<file path="config.mk">
export PLATFORM = sky130hd
export DESIGN_NAME = plic_prio_pipe
export DESIGN_NICKNAME = d
export VERILOG_FILES = /design/src/rtl/plic_pkg.sv /design/src/rtl/plic_prio_level.sv /design/src/rtl/plic_prio_pipe.sv
export SDC_FILE = /design/constraint.sdc
export NUM_CORES = 1
export LEC_CHECK = 0
export CORE_ASPECT_RATIO = 0.7
export CORE_UTILIZATION = 40
export CTS_BUF_LIST = sky130_fd_sc_hd__clkbuf_16
export DETAILED_ROUTE_END_ITERATION = 7
export GPL_TIMING_DRIVEN = 0
export PLACE_DENSITY_LB_ADDON = 0.3
export RECOVER_POWER = 25
export SYNTH_ARGS = -nofsm -noshare
export SYNTH_HDL_FRONTEND = slang
export SYNTH_HIERARCHICAL = 1
export SYNTH_SLANG_ARGS = --single-unit
</file>
<file path="constraint.sdc">
create_clock -name clk_i -period 2.6 [get_ports clk_i]
set_input_delay 0.52 -clock clk_i [delete_from_list [all_inputs] [get_ports clk_i]]
set_output_delay 0.52 -clock clk_i [all_outputs]
set_load 0.1 [all_outputs]
</file>
<file path="src/rtl/plic_pkg.sv">
// Shared PLIC types and helpers: priority/ID typedefs, tree node, node compare,
// tree depth and pipeline latency.
package plic_pkg;

`ifndef PLIC_IRQ_NUM
`define PLIC_IRQ_NUM 8
`endif
`ifndef PLIC_LEV_WIDTH
`define PLIC_LEV_WIDTH 3
`endif

  localparam int IRQ_N = `PLIC_IRQ_NUM;
  localparam int LEV_W = `PLIC_LEV_WIDTH;
  localparam int ID_W  = $clog2(IRQ_N + 1);

  typedef logic [LEV_W-1:0] lev_t;
  typedef logic [ID_W-1:0]  id_t;

  typedef struct packed {
    lev_t prio;
    id_t  id;
  } node_t;

  // Strict compare: ties keep the lower-index (lower ID) input.
  function automatic node_t max_node(node_t lo, node_t hi);
    return (lo.prio < hi.prio) ? hi : lo;
  endfunction

  function automatic int depth(int n);
    return (n <= 1) ? 1 : $clog2(n);
  endfunction

  function automatic int latency(int n, int se);
    return (se == 0) ? 1 : (depth(n) + se - 1) / se;
  endfunction

endpackage

</file>
<file path="src/rtl/plic_prio_level.sv">
// One combinational comparator level of the PLIC priority tree;
// halves the node array.
module plic_prio_level
  import plic_pkg::*;
#(
  parameter int N = 1
) (
  input  node_t a [2*N],
  output node_t y [N]
);

  for (genvar j = 0; j < N; j++) begin : g_node
    assign y[j] = max_node(a[2*j], a[2*j+1]);
  end

endmodule

</file>
<file path="src/rtl/plic_prio_pipe.sv">
// Pipelined PLIC priority tree with threshold compare on the final level.
// Optional stall input enabled by PLIC_PRIO_PIPE_STALL_EN.
module plic_prio_pipe
  import plic_pkg::*;
#(
  parameter  int IRQ_NUM     = IRQ_N,
  parameter  int LEV_WIDTH   = LEV_W,
  parameter  int STAGE_EVERY = 1,
  localparam int IRQ_WIDTH   = $clog2(IRQ_NUM + 1)
) (
  input  logic                 clk_i,
  input  logic                 rst_i,
`ifdef PLIC_PRIO_PIPE_STALL_EN
  input  logic                 stall_i,
`endif
  input  logic                 valid_i,
  input  logic [IRQ_NUM-1:0]   pend_i,
  input  logic [IRQ_NUM-1:0]   en_i,
  input  logic [LEV_WIDTH-1:0] prio_i [IRQ_NUM],
  input  logic [LEV_WIDTH-1:0] thold_i,
  output logic                 valid_o,
  output logic [IRQ_WIDTH-1:0] id_o,
  output logic [LEV_WIDTH-1:0] prio_o,
  output logic                 irq_o
);

  localparam int DEPTH  = depth(IRQ_NUM);
  localparam int LEAVES = 1 << DEPTH;

  logic  adv;
  logic  irq_r;
  logic  vld [DEPTH+1];
  lev_t  thd [DEPTH];
  node_t src [DEPTH+1][LEAVES];

`ifdef PLIC_PRIO_PIPE_STALL_EN
  assign adv = ~stall_i;
`else
  assign adv = 1'b1;
`endif

  assign vld[0] = valid_i;
  assign thd[0] = thold_i;

  for (genvar i = 0; i < LEAVES; i++) begin : g_leaf
    if (i < IRQ_NUM) begin : g_src
      lev_t p;
      assign p = (pend_i[i] & en_i[i]) ? prio_i[i] : '0;
      assign src[0][i].prio = p;
      assign src[0][i].id   = (p != '0) ? id_t'(i + 1) : '0;
    end else begin : g_pad
      assign src[0][i] = '0;
    end
  end

  for (genvar k = 1; k <= DEPTH; k++) begin : g_lvl
    localparam int W = LEAVES >> k;
    localparam bit REG = (k == DEPTH) ||
                         (STAGE_EVERY != 0 && (k % STAGE_EVERY) == 0);

    node_t a [2*W];
    node_t y [W];

    for (genvar j = 0; j < 2*W; j++) begin : g_in
      assign a[j] = src[k-1][j];
    end

    plic_prio_level #(.N(W)) u_level (
      .a (a),
      .y (y)
    );

    if (REG) begin : g_reg
      node_t q [W];
      logic  v;
      lev_t  t;

      always_ff @(posedge clk_i) begin
        if (rst_i) begin
          v <= 1'b0;
        end else if (adv) begin
          v <= vld[k-1];
          t <= thd[k-1];
          q <= y;
        end
      end

      assign vld[k] = v;
      for (genvar j = 0; j < W; j++) begin : g_out
        assign src[k][j] = q[j];
      end
      if (k < DEPTH) begin : g_thd
        assign thd[k] = t;
      end
    end else begin : g_comb
      assign vld[k] = vld[k-1];
      assign thd[k] = thd[k-1];
      for (genvar j = 0; j < W; j++) begin : g_out
        assign src[k][j] = y[j];
      end
    end

    for (genvar j = W; j < LEAVES; j++) begin : g_zero
      assign src[k][j] = '0;
    end

    // Threshold compare rides in the final register with its vector.
    if (k == DEPTH) begin : g_irq
      always_ff @(posedge clk_i) begin
        if (rst_i) begin
          irq_r <= 1'b0;
        end else if (adv) begin
          irq_r <= vld[k-1] && (y[0].prio > thd[k-1]);
        end
      end
    end
  end

  assign valid_o = vld[DEPTH];
  assign id_o    = valid_o ? src[DEPTH][0].id : '0;
  assign prio_o  = valid_o ? src[DEPTH][0].prio : '0;
  assign irq_o   = valid_o & irq_r;

endmodule

</file>
==> run metrics, run 1 <==
outcome completed; slew at the pin closest to its max-slew limit 0.970 ns; Total Power Consumption 2.81 mW; row count 26; Area contributors post-synth sky130_fd_sc_hd__edfxtp_1 51%, sky130_fd_sc_hd__mux2_2 17%, sky130_fd_sc_hd__ha_1 6.6%, sky130_fd_sc_hd__o21ai_4 3.5%, sky130_fd_sc_hd__nor2b_4 3.0%; Yosys top cell area share 51.4%; total CTS buffers 9; Max IR drop VDD 414 uV; average instance area after synthesis 14.7 um2; most area-hungry cell type in the Yosys netlist sky130_fd_sc_hd__edfxtp_1; boundary pin count 55; final hold violation count 0; number of resized instances in the post-cts repair step 0; worst min-delay path category register to register; number of global-route vias before repair 1849; delay of the slowest critical-path stage 1.12 ns; area enclosed by the die boundary 8400 um2; antenna diode count 0; clock insertion delay at the later pin of the skew report 0.32 ns; critical path required time 2.08 ns; Setup Fix Bufs, Post-CTS 0; final worst clock skew 0.00673 ns; switching power as a share of total power 22.5%; FF+latch area 1730 um2; peak fanout along the critical path 9; Clock transition at path regs 0.05 ns; main flop type after synthesis sky130_fd_sc_hd__edfxtp_1; number of hold-repair buffers added at the cts stage 0; fin nets 366; Detail Route Antenna Nets 0; fraction of layout cells with a size suffix above 1 32.9%; type of element capturing the critical path output pin; count leader, synth sky130_fd_sc_hd__edfxtp_1; power density normalized to cell area 659 nW/um2; final setup vio count 0; most instantiated cells after synthesis 55 x sky130_fd_sc_hd__edfxtp_1, 49 x sky130_fd_sc_hd__mux2_2, 18 x sky130_fd_sc_hd__inv_1; post-route setup slack 0.0843 ns; Flop pwr share 43.4%; critical path arrival 2.00 ns; Buffers on Ports 54; height of the die 77 um; final period demand of the worst path 2.52 ns; Setup WS pre-CTS 0.0829 ns; cell with the largest stage delay on the worst path sky130_fd_sc_hd__clkdlybuf4s50_1; Max Freq 0.398 GHz; unrepaired setup endpoints after global routing false; count of maximum capacitance violations 0; post-DP HPWL 3960 um; Setup TNS 0 ns; cell-by-cell trace of the critical path and2_1, clkdlybuf4s50_1; multi-input logic area 1480 um2; Unique masters post-synth 19; Post-synth ARST share 0%; share of the yosys chip area belonging to registers 53.9%; total iterations of the first detailed-routing run 4; number of clock sinks 59; Worst setup SP type register; max-slew violations 0; Area growth syn-to-layout 32.7%; Cell Count Post-Placement 390; GR Overflow Total 0; slack of the worst reg-to-reg path 0.28 ns; logic gate share of total power 17.3%; overall global routing resource usage 13.7%; pin count of the biggest net entering global routing 34; Layout fillers 629; worst max-slew margin expressed relative to the limit 35.2%; via count 1886; total standard cell area after synthesis 3210 um2; DRC 0; GPL Wtd Cong 0.739; cells after synthesis 219; area of the core region 7550 um2; Tcrit/Tclk final 96.8%; share of total power in the clock network 39.3%; count of warnings emitted by yosys 6; Yosys reg bits 59; global-route wire length before repair 8690 um; clock tree from TritonCTS built; number of H-tree branching levels 3; Initial DRC Count 95; sw power 0.633 mW; antenna violations before repair 0; internal power 2.18 mW; average vias per placed instance 4.66; path type of the worst setup path register to output pin; static leakage 1.81 nW; root buffer cell sky130_fd_sc_hd__clkbuf_16; die boundary width 109 um; number of synthesized flops with an enable pin 55; initial core utilization 42.6%; clock tree buffer depth 2; Routed WL per cell 13.0 um; final wirelength 5250 um; non-filler cells, final 405
## metal layers
layer  GRT usage (%)  vias up  routed length [um]
li1                -      963                   -
met1            19.3      874                2660
met2            19.8       45                2340
met3            4.34        4                 207
met4            4.46        0                  38
met5               0        -                   0
## area by class of cell
type | count | share of cell area [%]
well taps | 98 | 2.88
flip-flops and latches | 59 | 40.6
repair buffers | 55 | 13.5
clock buffers | 9 | 5.28
inverters | 18 | 1.58
clock inverters | 6 | 1.38
multi-input cells | 160 | 34.8
## through the flow
step,area (um2),utilization (%),hold slack [ns]
global route,4260,56.5,0.422
finish,4260,56.5,0.418
global placement,3950,52.3,0.407
floorplan,3280,-,0.400
CTS,4250,56.3,0.420
detailed placement,3970,52.5,0.408
## cells by family after synthesis
| logic type | synth area share [%] |
|---|---|
| fa+ha+maj | 6.62 |
| flops | 53.9 |
| buf+inv | 2.10 |
| mux | 17.2 |
| simple gates | 14.4 |
| other cells | 0.117 |
| compound gates | 5.76 |
## power by group through the flow
stage	logic, mW	registers, mW	clock network [mW]
after floorplan	0.349	1.22	0
after global placement	0.474	1.24	0
after detailed placement	0.486	1.24	0
after CTS	0.491	1.22	1.13
after global routing	0.532	1.23	1.17
final	0.485	1.22	1.11
## path summary, 6_finish.rpt
path,start,endpoint,depth (start not counted)
setup reg to reg,g_lvl[2].g_reg.q[13],irq_r,7
hold reg to reg,g_lvl[1].g_reg.t[2],g_lvl[2].g_reg.t[2],0
hold / removal,g_lvl[1].g_reg.t[2],g_lvl[2].g_reg.t[2],0
setup / recovery,valid_o,prio_o[2],2
## registers in the layout, summed over array words and instances, names as in the netlist
register	count
g_lvl.g_reg.t	6
valid_o	1
g_lvl.g_reg.q	49
irq_r	1
g_lvl.g_reg.v	2
## layout by cell type (no fill, tap or decap), types with 3 or more instances in the layout
master / n
sky130_fd_sc_hd__conb_1: 19
sky130_fd_sc_hd__mux2_2: 49
sky130_fd_sc_hd__clkdlybuf4s50_1: 44
sky130_fd_sc_hd__nor2b_4: 7
sky130_fd_sc_hd__dfxtp_1: 4
sky130_fd_sc_hd__dlygate4sd3_1: 4
sky130_fd_sc_hd__or3_1: 8
sky130_fd_sc_hd__dlymetal6s2s_1: 6
sky130_fd_sc_hd__and3_2: 8
sky130_fd_sc_hd__clkbuf_16: 9
sky130_fd_sc_hd__and2_1: 9
sky130_fd_sc_hd__a21oi_2: 7
sky130_fd_sc_hd__nor2b_1: 3
sky130_fd_sc_hd__o21ai_4: 7
sky130_fd_sc_hd__ha_1: 17
sky130_fd_sc_hd__edfxtp_1: 55
sky130_fd_sc_hd__and3_1: 8
sky130_fd_sc_hd__and3_4: 8
sky130_fd_sc_hd__inv_1: 19
sky130_fd_sc_hd__nand2_1: 7
## worst max-delay path: cells and delay by family, from the launching register on
| family | cells | cell delay [ns] |
|---|---|---|
| buffers and inverters | 1 | 1.12 |
| flip-flops | 1 | 0.41 |
| AND/OR/NAND/NOR | 1 | 0.15 |
Power figures use the tool's default switching activity.
==> run 2: changes to the inputs <==
Clock period 2.6 ns to 2.9 ns, I/O delays scaled along.
==> run 2 against run 1 <==
  * Count of clock-buffer cells in the layout did not move
  * Global-route usage unchanged
  * Setup slack better by 0.22 ns
  * Sequential share of layout area grew 0.14 points
  * Hold slack unchanged
  * Final area is 0.35% lower
  * Via count did not move
  * Critical endpoint is now prio_o[1]
  * Largest power group unchanged
==> run metrics, run 2 (synthesized netlist as in run 1, its figures left out) <==
internal power 1.95 mW (-10%); via count 1886 (unchanged); logic gate share of total power 17.3% (about the same); type of element capturing the critical path output pin; clock tree from TritonCTS built; sw power 0.568 mW (-10%); number of global-route vias before repair 1849 (unchanged); count of maximum capacitance violations 0 (unchanged); critical path arrival 2.01 ns (about the same); final worst clock skew 0.00673 ns (unchanged); cell-by-cell trace of the critical path and2_1, clkdlybuf4s50_1; switching power as a share of total power 22.5% (about the same); total iterations of the first detailed-routing run 4 (unchanged); Initial DRC Count 95 (unchanged); Total Power Consumption 2.52 mW (-10%); depth of the worst register-to-register path 7 (unchanged); initial core utilization 42.6% (unchanged); commonest non-fill, non-tap cell in the layout sky130_fd_sc_hd__edfxtp_1; GPL Wtd Cong 0.739 (unchanged); clock insertion delay at the later pin of the skew report 0.32 ns (about the same); fraction of layout cells with a size suffix above 1 32.9% (unchanged); max FFs per register 49 (unchanged); average vias per placed instance 4.66 (unchanged); area of the core region 7550 um2 (unchanged); antenna violations before repair 0 (unchanged); overall global routing resource usage 13.7% (unchanged); worst max-slew margin expressed relative to the limit 35.1% (-0.14 points); slack of the worst reg-to-reg path 0.58 ns (+0.30 ns); hold_sp g_lvl[1].g_reg.t[2]; row count 26 (unchanged); Setup Fix Bufs, Post-CTS 0 (unchanged); Worst Path Buf+Inv 1 (unchanged); number of H-tree branching levels 3 (unchanged); height of the die 77 um (unchanged); Routed WL per cell 12.9 um (-0.25%); final period demand of the worst path 2.59 ns; unrepaired setup endpoints after global routing false; GR Overflow Total 0 (unchanged); DRC 0 (unchanged); Detail Route Antenna Nets 0 (unchanged); Setup TNS 0 ns (unchanged); post-DP HPWL 3960 um (unchanged); total CTS buffers 9 (unchanged); critical path required time 2.32 ns (+0.24 ns); die boundary width 109 um (unchanged); pin count of the biggest net entering global routing 34 (unchanged); number of clock sinks 59 (unchanged); source of the worst register-to-register timing path g_lvl[2].g_reg.q[13]; highest-count cells in the layout ignoring fill and taps 55 x sky130_fd_sc_hd__edfxtp_1, 50 x sky130_fd_sc_hd__clkdlybuf4s50_1, 49 x sky130_fd_sc_hd__mux2_2; slew at the pin closest to its max-slew limit 0.971 ns (+0.000672 ns); Max IR drop VDD 371 uV (-10%); final wirelength 5230 um (-0.25%); endpoint of the most critical register-to-register path irq_r; Tcrit/Tclk final 89.3%; number of instances on the worst hold path 0 (unchanged); dominant delay contributor by cell family on the critical path buffers and inverters; global-route wire length before repair 8690 um (unchanged); final hold violation count 0 (unchanged); power density normalized to cell area 593 nW/um2 (-10%); clock tree buffer depth 2 (unchanged); root buffer cell sky130_fd_sc_hd__clkbuf_16; Layout fillers 633 (+0.64%); Flop pwr share 43.4% (about the same); boundary pin count 55 (unchanged); outcome completed; critical path startpoint valid_o; delay of the slowest critical-path stage 1.13 ns (about the same); area enclosed by the die boundary 8400 um2 (unchanged); final setup vio count 0 (unchanged); number of hold-repair buffers added at the cts stage 0 (unchanged); largest reg by FF count g_lvl.g_reg.q; antenna diode count 0 (unchanged); share of total power in the clock network 39.3% (about the same); number of resized instances in the post-cts repair step 0 (unchanged); WHS Endpoint g_lvl[2].g_reg.t[2]; Buffers on Ports 54 (unchanged); largest registers ranked by flip-flop count g_lvl.g_reg.q (49), g_lvl.g_reg.t (6), g_lvl.g_reg.v (2); static leakage 1.70 nW (-6.0%); cell with the largest stage delay on the worst path sky130_fd_sc_hd__clkdlybuf4s50_1; peak fanout along the critical path 9 (unchanged); Area growth syn-to-layout 32.2%; path type of the worst setup path register to output pin; Clock transition at path regs 0.05 ns (about the same); worst min-delay path category register to register; max-slew violations 0 (unchanged); fin nets 366 (unchanged); Max Freq 0.386 GHz; Worst setup SP type register
## run 2: layer usage
metal  wire length, um  track usage [%]  part of all wire (%)
met1              2660             19.3                    51
met2              2330             19.8                    45
met3               195             4.34                   3.7
met4                38             4.46                  0.73
met5                 0                0                     0
## run 2: how the worst max path moves through the flow
| stage | endpoint | slack, ns | depth (start not counted) |
|---|---|---|---|
| after floorplan | id_o[0] | 0.45 | 1 |
| after global placement | g_lvl[1].g_reg.q[12] | -0.11 | 2 |
| after CTS | prio_o[1] | 0.29 | 2 |
| final | prio_o[1] | 0.31 | 2 |
| after detailed placement | g_lvl[1].g_reg.q[25] | 0.32 | 7 |
| after global routing | id_o[3] | 0.21 | 2 |
## run 2: area by class of cell
cell class / instances / area (um2) / area share [%]
well taps: 98 / 123 / 2.89
clock inverters: 6 / 58.8 / 1.38
multi-input cells: 160 / 1480 / 34.9
clock buffers: 9 / 225 / 5.30
inverters: 18 / 67.6 / 1.59
repair buffers: 55 / 561 / 13.2
flip-flops and latches: 59 / 1730 / 40.8
## run 2: power groups by stage
| stage | Clock, mW | Sequential, mW | Combinational, mW |
|---|---|---|---|
| after global routing | 1.05 | 1.10 | 0.478 |
| after CTS | 1.01 | 1.09 | 0.440 |
| after floorplan | 0 | 1.09 | 0.313 |
| after detailed placement | 0 | 1.11 | 0.435 |
| after global placement | 0 | 1.11 | 0.425 |
| final | 0.991 | 1.09 | 0.435 |
## run 2: worst register-to-register path, delay by kind of cell, from the launching register on
kind,cells,cell delay [ns]
AOI/OAI and AO/OA,2,0.55
adders and majority gates,2,0.62
DFF,1,0.40
muxes,1,0.39
and+or+nand+nor,2,0.25
## run 2: through the flow
step	hold slack, ns	worst slack (ns)	utilization [%]	std cells	instance area (um2)
global placement	0.407	-0.114	52.3	389	3950
CTS	0.420	0.288	56.3	405	4250
detailed placement	0.408	0.323	52.5	390	3970
global route	0.422	0.212	56.3	405	4250
finish	0.418	0.309	56.3	405	4250
floorplan	0.400	0.452	-	237	3280
